===== src/rtl/sdram_stream_writer.sv =====
// Small synchronous FIFO with registered head (no fall-through) and synchronous clear.
// Latency: a word pushed at edge M is visible at the head from cycle M+1.
// Backpressure: full/empty are flags only; the caller must not push when full or pop when empty.
module stream_fifo #(
    parameter int W  = 17,
    parameter int AW = 2
) (
    input  logic         iCLK,
    input  logic         iRST,
    input  logic         clr,
    input  logic         push_vld,
    input  logic [W-1:0] push_dat,
    input  logic         pop_rdy,
    output logic [W-1:0] head_dat,
    output logic         full,
    output logic         empty
);
    localparam int DEPTH = 2 ** AW;
    localparam logic [AW:0] FULL_CNT = (AW + 1)'(DEPTH);

    logic [W-1:0]  mem [DEPTH];
    logic [AW-1:0] wr_ptr_q;
    logic [AW-1:0] rd_ptr_q;
    logic [AW:0]   cnt_q;

    always_ff @(posedge iCLK or posedge iRST) begin
        if (iRST) begin
            wr_ptr_q <= '0;
            rd_ptr_q <= '0;
            cnt_q    <= '0;
            // Cleared storage keeps the head, and so the write data output, at zero after reset.
            for (int i = 0; i < DEPTH; i++) mem[i] <= '0;
        end else if (clr) begin
            wr_ptr_q <= '0;
            rd_ptr_q <= '0;
            cnt_q    <= '0;
        end else begin
            if (push_vld) begin
                mem[wr_ptr_q] <= push_dat;
                wr_ptr_q      <= wr_ptr_q + AW'(1);
            end
            if (pop_rdy) rd_ptr_q <= rd_ptr_q + AW'(1);
            case ({push_vld, pop_rdy})
                2'b10:   cnt_q <= cnt_q + (AW + 1)'(1);
                2'b01:   cnt_q <= cnt_q - (AW + 1)'(1);
                default: cnt_q <= cnt_q;
            endcase
        end
    end

    assign head_dat = mem[rd_ptr_q];
    assign full     = (cnt_q == FULL_CNT);
    assign empty    = (cnt_q == '0);
endmodule

// Stream-to-SDRAM write master: buffers upstream words and writes them at base+index.
// Latency: a word accepted at edge M is on the write bus in cycle M+1; one word per clock sustained.
// Backpressure: iWAIT_REQUEST holds the bus request; oDATA_READY drops once the FIFO is full.
module sdram_stream_writer #(
    parameter int DATA_W  = 16,
    parameter int ADDR_W  = 25,
    parameter int FIFO_AW = 2
) (
    input  logic              iCLK,
    input  logic              iRST,
    input  logic              iTRIGGER,
    input  logic [ADDR_W-1:0] iBASE_ADDR,
    input  logic [ADDR_W-1:0] iWORD_COUNT,
    input  logic [DATA_W-1:0] iDATA,
    input  logic              iDATA_VALID,
    input  logic              iLAST,
    output logic              oDATA_READY,
    input  logic              iWAIT_REQUEST,
    output logic              oWR_EN,
    output logic [ADDR_W-1:0] oWR_ADDR,
    output logic [DATA_W-1:0] oWR_DATA,
    output logic              oDONE,
    output logic              oABORTED,
    output logic [ADDR_W-1:0] oWORDS_WRITTEN
);
    typedef struct packed {
        logic              last;
        logic [DATA_W-1:0] dat;
    } entry_t;

    typedef enum logic [1:0] {IDLE, ACTIVE, ABORT, DONE_WAIT} state_t;

    state_t state_q, state_d;

    logic [ADDR_W-1:0] base_q;
    logic [ADDR_W-1:0] count_q;
    logic [ADDR_W-1:0] acc_cnt_q;
    logic [ADDR_W-1:0] wr_idx_q;
    logic              eos_q;
    logic              aborted_q;
    logic              pend_q;

    entry_t push_dat;
    entry_t head_dat;
    logic   fifo_full, fifo_empty;
    logic   start, abort_done, in_rdy, push_vld, wr_vld, wr_fire, last_flag, done;

    always_ff @(posedge iCLK or posedge iRST) begin
        if (iRST) state_q <= IDLE;
        else      state_q <= state_d;
    end

    always_comb begin
        state_d    = state_q;
        start      = 1'b0;
        abort_done = 1'b0;
        in_rdy     = 1'b0;
        wr_vld     = 1'b0;
        done       = 1'b0;
        wr_fire    = 1'b0;
        case (state_q)
            IDLE: begin
                done = 1'b1;
                if (iTRIGGER) begin
                    state_d = ACTIVE;
                    start   = 1'b1;
                end
            end
            ACTIVE: begin
                in_rdy  = !fifo_full && !eos_q;
                wr_vld  = !fifo_empty;
                wr_fire = wr_vld && !iWAIT_REQUEST;
                if (wr_fire && head_dat.last) state_d = DONE_WAIT;
                else if (!iTRIGGER)           state_d = ABORT;
            end
            ABORT: begin
                // Only a request that was already stalled on the bus is allowed to finish.
                wr_vld  = pend_q && !fifo_empty;
                wr_fire = wr_vld && !iWAIT_REQUEST;
                if (!wr_vld || wr_fire) begin
                    state_d    = IDLE;
                    abort_done = 1'b1;
                end
            end
            DONE_WAIT: begin
                done = 1'b1;
                if (!iTRIGGER) state_d = IDLE;
            end
            default: state_d = IDLE;
        endcase
    end

    assign push_vld  = iDATA_VALID && in_rdy;
    assign last_flag = iLAST || ((count_q != '0) && (acc_cnt_q == count_q - ADDR_W'(1)));
    assign push_dat  = '{last: last_flag, dat: iDATA};

    always_ff @(posedge iCLK or posedge iRST) begin
        if (iRST) begin
            base_q    <= '0;
            count_q   <= '0;
            acc_cnt_q <= '0;
            wr_idx_q  <= '0;
            eos_q     <= 1'b0;
            aborted_q <= 1'b0;
            pend_q    <= 1'b0;
        end else begin
            pend_q <= wr_vld && iWAIT_REQUEST;
            if (start) begin
                base_q    <= iBASE_ADDR;
                count_q   <= iWORD_COUNT;
                acc_cnt_q <= '0;
                wr_idx_q  <= '0;
                eos_q     <= 1'b0;
                aborted_q <= 1'b0;
            end else begin
                if (push_vld) begin
                    acc_cnt_q <= acc_cnt_q + ADDR_W'(1);
                    if (last_flag) eos_q <= 1'b1;
                end
                if (wr_fire)    wr_idx_q  <= wr_idx_q + ADDR_W'(1);
                if (abort_done) aborted_q <= 1'b1;
            end
        end
    end

    stream_fifo #(
        .W  ($bits(entry_t)),
        .AW (FIFO_AW)
    ) u_fifo (
        .iCLK     (iCLK),
        .iRST     (iRST),
        .clr      (start || abort_done),
        .push_vld (push_vld),
        .push_dat (push_dat),
        .pop_rdy  (wr_fire),
        .head_dat (head_dat),
        .full     (fifo_full),
        .empty    (fifo_empty)
    );

    assign oDATA_READY    = in_rdy;
    assign oWR_EN         = wr_vld;
    assign oWR_ADDR       = base_q + wr_idx_q;
    assign oWR_DATA       = head_dat.dat;
    assign oDONE          = done;
    assign oABORTED       = aborted_q;
    assign oWORDS_WRITTEN = wr_idx_q;
endmodule


===== config.mk =====
export PLATFORM = sky130hd
export DESIGN_NAME = sdram_stream_writer
export DESIGN_NICKNAME = d
export VERILOG_FILES = /design/src/rtl/sdram_stream_writer.sv
export SDC_FILE = /design/constraint.sdc
export NUM_CORES = 1
export LEC_CHECK = 0
export ABC_AREA = 1
export ABC_CLOCK_PERIOD_IN_PS = 9200
export CAP_MARGIN = 20
export CORE_ASPECT_RATIO = 0.75
export CORE_UTILIZATION = 44
export DETAILED_ROUTE_END_ITERATION = 16
export GPL_TIMING_DRIVEN = 0
export PLACE_DENSITY_LB_ADDON = 0.25
export SYNTH_ARGS = -nofsm -noshare
export SYNTH_HDL_FRONTEND = slang
export SYNTH_HIERARCHICAL = 1
export SYNTH_SLANG_ARGS = --single-unit

===== constraint.sdc =====
create_clock -name iCLK -period 9.2 [get_ports iCLK]
set_input_delay 1.84 -clock iCLK [delete_from_list [all_inputs] [get_ports iCLK]]
set_output_delay 1.84 -clock iCLK [all_outputs]
set_load 0.05 [all_outputs]

==> impl_metrics.py, run 1 <==
metrics = {
    "global_routing": {
        "antenna_found_initial": 0,
        "grt.overflow.total": 0,
        "grt_pass1_wl_mm": 48.6,
        "grt_max_degree": 64,
        "grt_usage": 0.250,
        "grt_pass1_vias": 9270,
    },
    "detailed_routing": {
        "drt-wirelength-per-cell_microns": 16.1,
        "final_antenna_net_count": 0,
        "drc": 0,
        "vias": 9804,
        "drt_iter0_markers": 726,
        "wl_mm": 30.2,
        "avgViaCountPerCell": 5.24,
        "drt-pass1-iter-count": 5,
    },
    "clock_tree": {
        "insertion_delay_ns": 0.44,
        "cts_root_buf": "clkbuf_16",
        "htree_levels": 4,
        "clock_sinks": 180,
        "hold_buffers": 0,
        "post-cts-setup-buffers": 0,
        "cts_inserted_buffers": 17,
        "clkTransAtPathRegs_ns": 0.07,
        "ctsLongestPathBuffers": 2,
        "cts_resized": 0,
        "cts_tree": "built",
    },
    "yosys": {
        "synth.net_count": 1507,
        "ys_seq_elements": 180,
        "synth_edf_count": 0,
        "synthFlopType": "dfrtp_1",
        "syn_avg_cell_area_sq_um": 7.65,
        "syn_inst": 1397,
        "ys_async_sr_fraction": 1.00,
        "yosys.cell_types.count": 52,
        "synth.yosys.warnings": 6,
        "netlist_area_sq_mm": 0.0107,
        "seq_area_frac_synth": 0.421,
    },
    "place": {
        "place_congestion": 0.895,
        "port_buffers": 141,
        "hpwlAfterDp_mm": 22.3,
        "pre_cts_ws_ns": 4.18,
    },
    "worst_setup_path": {
        "crit_fanout": 5,
        "worstSetupEndpointType": "output pin",
        "start_kind": "flop",
        "r2r_start": "state_q[0]",
        "arrival_ns": 3.76,
        "cp-startpoint": "oWORDS_WRITTEN[0]",
        "crit_required_ns": 7.36,
        "path_class": "reg -> out",
    },
    "die": {
        "dieArea_sq_mm": 0.0249,
        "rows": 48,
        "start_util": 0.456,
        "die_y_microns": 137,
        "core_area_sq_mm": 0.0234,
        "die_w_microns": 182,
        "ios": 142,
    },
    "power": {
        "power_density_mw_per_mm2": 293,
        "power_frac_clock": 0.194,
        "intPower_mw": 2.04,
        "p_switching_mw": 1.81,
        "power_switching_share": 0.470,
        "p_leak_nw": 6.41,
        "p_comb_frac": 0.495,
        "ir_drop_mv": 0.176,
        "seq_power_share": 0.311,
    },
    "final_layout": {
        "final_net_count": 1669,
        "drive_gt1_frac": 0.0846,
        "syn_to_final_growth_pct": 22.8,
        "antenna_cells": 0,
    },
    "sta": {
        "finalHoldViolations": 0,
        "fin_crit_sh": 0.609,
        "slew_headroom": 0.553,
        "fin_crit_ns": 5.60,
        "fin_tns_setup_ns": 0,
        "slew_violations": 0,
        "setup_ws_ns": 3.60,
        "setup_viol": 0,
        "max_freq_mhz": 179,
        "clock_skew_ns": 0.0116,
        "rsz0062_at_grt": "no",
        "worst_slew_pin_slew_ns": 0.670,
    },
    "outcome": {
        "status": "complete, no violations",
    },
    "worst_hold_path": {
        "min_path_type": "reg -> reg",
        "min-delay-start": "u_fifo/mem[24]",
    },
    "job": {
        "maxCapViolCount": 0,
    },
}
power by group through the flow:
stage               combinational [mW]  clock, mW  sequential [mW]
global route                      2.08      0.790             1.23
detailed placement                1.89          0             1.21
global placement                  1.86          0             1.20
finish                            1.90      0.747             1.20
floorplan                         1.33          0             1.17
CTS                               1.90      0.760             1.20
metal layers:
| metal | routed length, microns | global-route usage | part of all wire | vias to the layer above |
|---|---|---|---|---|
| li1 | - | - | - | 4886 |
| met1 | 15500 | 0.386 | 0.51 | 4547 |
| met2 | 12200 | 0.358 | 0.40 | 345 |
| met3 | 2220 | 0.0468 | 0.074 | 26 |
| met4 | 285 | 0.0542 | 0.0095 | 0 |
| met5 | 0 | 0 | 0 | - |
cell usage in the layout, fill, tap and decap left out, types with 12 or more instances in the layout:
cell type,Yosys,final
xor2_1,29,29
dfrtp_1,180,180
xnor2_1,18,18
nor2_1,127,127
a21oi_1,58,58
nand3_1,51,51
clkbuf_16,0,17
o21ai_0,83,83
nor3_1,22,22
nand2_1,399,399
o22ai_1,17,17
nand4_1,16,16
o21ai_1,58,58
inv_1,137,135
clkbuf_1,22,23
clkdlybuf4s50_1,0,141
nor2_2,14,14
o21ai_2,16,16
nand2_2,12,12
buf_6,13,13
ha_1,36,36
through the flow:
step                      cell area [sq um]  total power [mW]  instances  hold slack (ns)   util
after floorplan                       10700              2.50       1397            0.450      -
after global placement                12500              3.06       1838            0.461  0.533
after detailed placement              12500              3.10       1840            0.463  0.535
after CTS                             13100              3.86       1872            0.482  0.561
after global routing                  13100              4.09       1872            0.503  0.561
final                                 13100              3.85       1872            0.481  0.561
cell usage after synthesis (3+ instances only):
library cell | number | area, sq um
dfrtp_1 | 180 | 4500
o21ai_0 | 83 | 415
nand2_4 | 5 | 56.3
o31ai_1 | 4 | 30.0
o22ai_1 | 17 | 106
nor3_1 | 22 | 110
a21boi_1 | 3 | 22.5
o21ai_2 | 16 | 140
buf_6 | 13 | 146
a21oi_1 | 58 | 290
clkbuf_1 | 22 | 82.6
o21bai_1 | 3 | 22.5
xor2_1 | 29 | 254
nand4_1 | 16 | 100
nand3_1 | 51 | 255
ha_1 | 36 | 450
clkinv_1 | 3 | 11.3
inv_1 | 137 | 514
a211oi_1 | 3 | 22.5
inv_2 | 8 | 30.0
nand3_2 | 4 | 40.0
o21ai_1 | 58 | 290
nor4_1 | 4 | 25.0
xnor2_1 | 18 | 158
nand2_1 | 399 | 1500
nor2_4 | 6 | 67.6
buf_2 | 6 | 30.0
nor2_2 | 14 | 87.6
nand2_2 | 12 | 75.1
nor3b_1 | 3 | 22.5
a31oi_1 | 7 | 43.8
nor3_2 | 4 | 40.0
nor2_1 | 127 | 477
flip-flops by register name, indices dropped and copies added (netlist names):
signal,cells
u_fifo/mem,68
acc_cnt_q,25
base_q,25
count_q,25
oWORDS_WRITTEN,25
u_fifo/cnt_q,3
state_q,2
u_fifo/rd_ptr_q,2
u_fifo/wr_ptr_q,2
eos_q,1
oABORTED,1
pend_q,1
final cells by class:
type	count	area [sq um]
plain buffers	43	268
clock buffers	18	429
inverters	148	561
multi-input cells	1026	5360
clock inverters	14	165
well taps	300	375
fillers	2162	10300
repair buffers	143	1470
flip-flops and latches	180	4500
cell families after synthesis:
family                     share of synthesized area
and+or+nand+nor                                0.277
AOI/OAI and AO/OA                              0.140
buffers and inverters                         0.0770
DFF                                            0.421
xor gates and xnor gates                      0.0385
adders and majority gates                     0.0459
worst max-delay path, stage by stage (launching register included):
cell and delay [ns]:
dfrtp_1 0.48, ha_1 0.22, inv_1 0.06, fa_1 0.39, o21ai_1 0.27, a21oi_1 0.18, inv_1 0.08, nand2_1 0.05
o211ai_1 0.13, a21boi_1 0.18, o21bai_1 0.18, xor2_1 0.25, clkdlybuf4s50_1 0.85
path summary, 6_finish.rpt:
check	endpoint	slack [ns]	cells after the start
min in group asynchronous	u_fifo/mem[9]	1.80	2
worst max register to register	u_fifo/mem[63]	6.34	11
worst min register to register	u_fifo/mem[24]	0.48	2
worst min-delay path	u_fifo/mem[24]	0.48	2
worst max-delay path	oWR_ADDR[18]	3.60	12
max in group asynchronous	state_q[1]	6.56	3
No activity file was read; power rests on OpenSTA's default activity.
==> run 2, diff against run 1 <==
--- a/config.mk
+++ b/config.mk
@@ -6,7 +6,7 @@
 export NUM_CORES = 1
 export LEC_CHECK = 0
 export ABC_AREA = 1
-export ABC_CLOCK_PERIOD_IN_PS = 9200
+export ABC_CLOCK_PERIOD_IN_PS = 5080
 export CAP_MARGIN = 20
 export CORE_ASPECT_RATIO = 0.75
 export CORE_UTILIZATION = 44
==> constraint.sdc (replaced) <==
create_clock -name iCLK -period 5.08 [get_ports iCLK]
set_input_delay 1.016 -clock iCLK [delete_from_list [all_inputs] [get_ports iCLK]]
set_output_delay 1.016 -clock iCLK [all_outputs]
set_load 0.05 [all_outputs]
==> results of run 2 <==
Same layout as run 1 (identical final DEF). Status: complete, no violations.
Main changes from that run: setup slack after placement 4.18 ns -> 0.884 ns; setup slack after layout 3.60 ns -> 0.304 ns; register-to-register setup slack 6.34 ns -> 2.22 ns; total power 3.85 mW -> 6.97 mW; worst IR drop on VDD 0.176 mV -> 0.319 mV
==> run 3, diff against run 2 <==
--- a/config.mk
+++ b/config.mk
@@ -13,6 +13,7 @@
 export DETAILED_ROUTE_END_ITERATION = 16
 export GPL_TIMING_DRIVEN = 0
 export PLACE_DENSITY_LB_ADDON = 0.25
+export SLEW_MARGIN = 30
 export SYNTH_ARGS = -nofsm -noshare
 export SYNTH_HDL_FRONTEND = slang
 export SYNTH_HIERARCHICAL = 1
==> run 3 against run 2 <==
Against the previous run: count of clock-buffer cells in the layout decreased by 1; via count grew 1.0%; largest power group unchanged; routed wire length decreased by 0.64%.
==> impl_metrics.py, run 3 (synthesis results as in run 1) <==
metrics = {
    "detailed_routing": {
        "vias": 9904,
        "drt-wirelength-per-cell_microns": 16.0,
        "dr_wl_met2_mm": 12.2,
        "drc": 0,
        "dr_wl_met3_mm": 2.10,
        "top_layer_used": "met4",
        "avgViaCountPerCell": 5.29,
        "drt_iter0_markers": 807,
        "drt-pass1-iter-count": 5,
        "wl_met1_mm": 15.4,
        "final_antenna_net_count": 0,
        "wl_mm": 30.0,
    },
    "clock_tree": {
        "hold_buffers": 0,
        "clock_sinks": 180,
        "post-cts-setup-buffers": 0,
        "cts_root_buf": "clkbuf_16",
        "cts_tree": "built",
        "cts_inserted_buffers": 17,
        "ctsLongestPathBuffers": 2,
        "htree_levels": 4,
        "clkTransAtPathRegs_ns": 0.07,
        "insertion_delay_ns": 0.44,
        "cts_resized": 0,
    },
    "die": {
        "ios": 142,
        "dieArea_sq_mm": 0.0249,
        "die_w_microns": 182,
        "rows": 48,
        "start_util": 0.456,
        "core_area_sq_mm": 0.0234,
        "die_y_microns": 137,
    },
    "final_layout": {
        "fillerInstances": 2191,
        "drive_gt1_frac": 0.0847,
        "multi_input_area_sq_mm": 0.00536,
        "final_net_count": 1669,
        "regArea_sq_mm": 0.00450,
        "post-route-cell-area_sq_mm": 0.0131,
        "largest_register_ffs": 68,
        "syn_to_final_growth_pct": 22.6,
        "largest-register": "u_fifo/mem",
        "final_cell_mix": "nand2_1, dfrtp_1, clkdlybuf4s50_1",
        "antenna_cells": 0,
        "final_common_cell": "nand2_1",
    },
    "sta": {
        "rsz0062_at_grt": "no",
        "finalHoldViolations": 0,
        "setup_ws_ns": 0.335,
        "slew_headroom": 0.544,
        "setup_viol": 0,
        "fin_crit_sh": 0.934,
        "worst_slew_pin_slew_ns": 0.684,
        "max_freq_mhz": 211,
        "slew_violations": 0,
        "fin_crit_ns": 4.75,
        "clock_skew_ns": 0.0126,
    },
    "outcome": {
        "status": "complete, no violations",
    },
    "worst_setup_path": {
        "crit_required_ns": 4.06,
        "cp_slowest_cell": "clkdlybuf4s50_1",
        "worstSetupEndpointType": "output pin",
        "cpMostUsedCell": "inv_1",
        "start_kind": "flop",
        "path_class": "reg -> out",
        "cpPeakStageDelay_ns": 0.84,
        "path_cells": "ha_1, inv_1, fa_1, o21ai_1, a21oi_1, inv_1, nand2_1, o211ai_1, a21boi_1, o21bai_1, xor2_1, clkdlybuf4s50_1",
        "arrival_ns": 3.73,
        "crit_fanout": 5,
        "critPathTopFamily": "buffers and inverters",
        "crit_buf_inv": 3,
    },
    "global_routing": {
        "grt_pass1_vias": 9348,
        "grt_max_degree": 64,
        "grt.overflow.total": 0,
        "grt_pass1_wl_mm": 48.7,
        "antenna_found_initial": 0,
        "grt_usage": 0.250,
    },
    "job": {
        "maxCapViolCount": 0,
    },
    "power": {
        "intPower_mw": 3.64,
        "p_leak_nw": 6.39,
        "seq_power_share": 0.314,
        "power_density_mw_per_mm2": 528,
        "ir_drop_mv": 0.331,
        "power_switching_share": 0.474,
        "p_switching_mw": 3.28,
        "p_comb_frac": 0.499,
        "total_power_mw": 6.92,
        "power_frac_clock": 0.187,
    },
    "place": {
        "hpwlAfterDp_mm": 22.3,
        "port_buffers": 141,
        "postPlaceCellArea_sq_mm": 0.0125,
        "place_congestion": 0.895,
        "pre_cts_ws_ns": 0.842,
    },
    "worst_hold_path": {
        "min_path_type": "reg -> reg",
    },
}
==> run 3: cell types whose count changed in the layout (fill, tap and decap cells not counted) <==
cell / previous run / this run
clkbuf_1: 23 / 22
inv_4: 2 / 1
clkinvlp_4: 3 / 4
inv_8: 4 / 3
bufinv_16: 1 / 0
inv_6: 3 / 5
==> run 3: through the flow <==
step                instances  hold WS (ns)   util  setup TNS [ns]
floorplan                1397         0.450      -               0
global placement         1838         0.461  0.533          -45.37
detailed placement       1840         0.463  0.535               0
CTS                      1871         0.481  0.559               0
global route             1871         0.500  0.559               0
finish                   1871         0.483  0.559               0
==> run 3: layout make-up <==
| type | count | area share |
|---|---|---|
| Buffer | 43 | 0.0204 |
| Clock buffer | 17 | 0.0325 |
| Clock inverter | 14 | 0.0107 |
| Inverter | 148 | 0.0430 |
| Multi-Input combinational cell | 1026 | 0.409 |
| Sequential cell | 180 | 0.344 |
| Tap cell | 300 | 0.0286 |
| Timing Repair Buffer | 143 | 0.112 |
==> run 3: worst paths after layout <==
path / startpoint / endpoint / slack [ns] / cells after the start
max: oWORDS_WRITTEN[0] / oWR_ADDR[18] / 0.33 / 12
min: u_fifo/mem[24] / u_fifo/mem[24] / 0.48 / 2
max reg2reg: state_q[0] / u_fifo/mem[1] / 2.23 / 11
min reg2reg: u_fifo/mem[24] / u_fifo/mem[24] / 0.48 / 2
max in group asynchronous: iRST / state_q[1] / 3.37 / 3
min in group asynchronous: iRST / u_fifo/mem[63] / 1.03 / 2
==> run 3: per-layer routing <==
layer  vias to the layer above  track usage
met1                      4656        0.388
met5                         -            0
li1                       4886            -
met3                        17       0.0431
met4                         0       0.0579
met2                       345        0.357
==> run 3: power groups by stage <==
stage	Combinational, mW	Sequential (mW)	Clock, mW
after floorplan	2.41	2.12	0
after global placement	3.37	2.18	0
after detailed placement	3.43	2.18	0
after CTS	3.45	2.17	1.32
after global routing	3.77	2.22	1.37
final	3.45	2.17	1.30
==> run 3: tightest hold or removal path, cell delays in order (launching register included) <==
cell and delay (ns):
dfrtp_1 0.34, nand2_1 0.06, o21ai_2 0.05
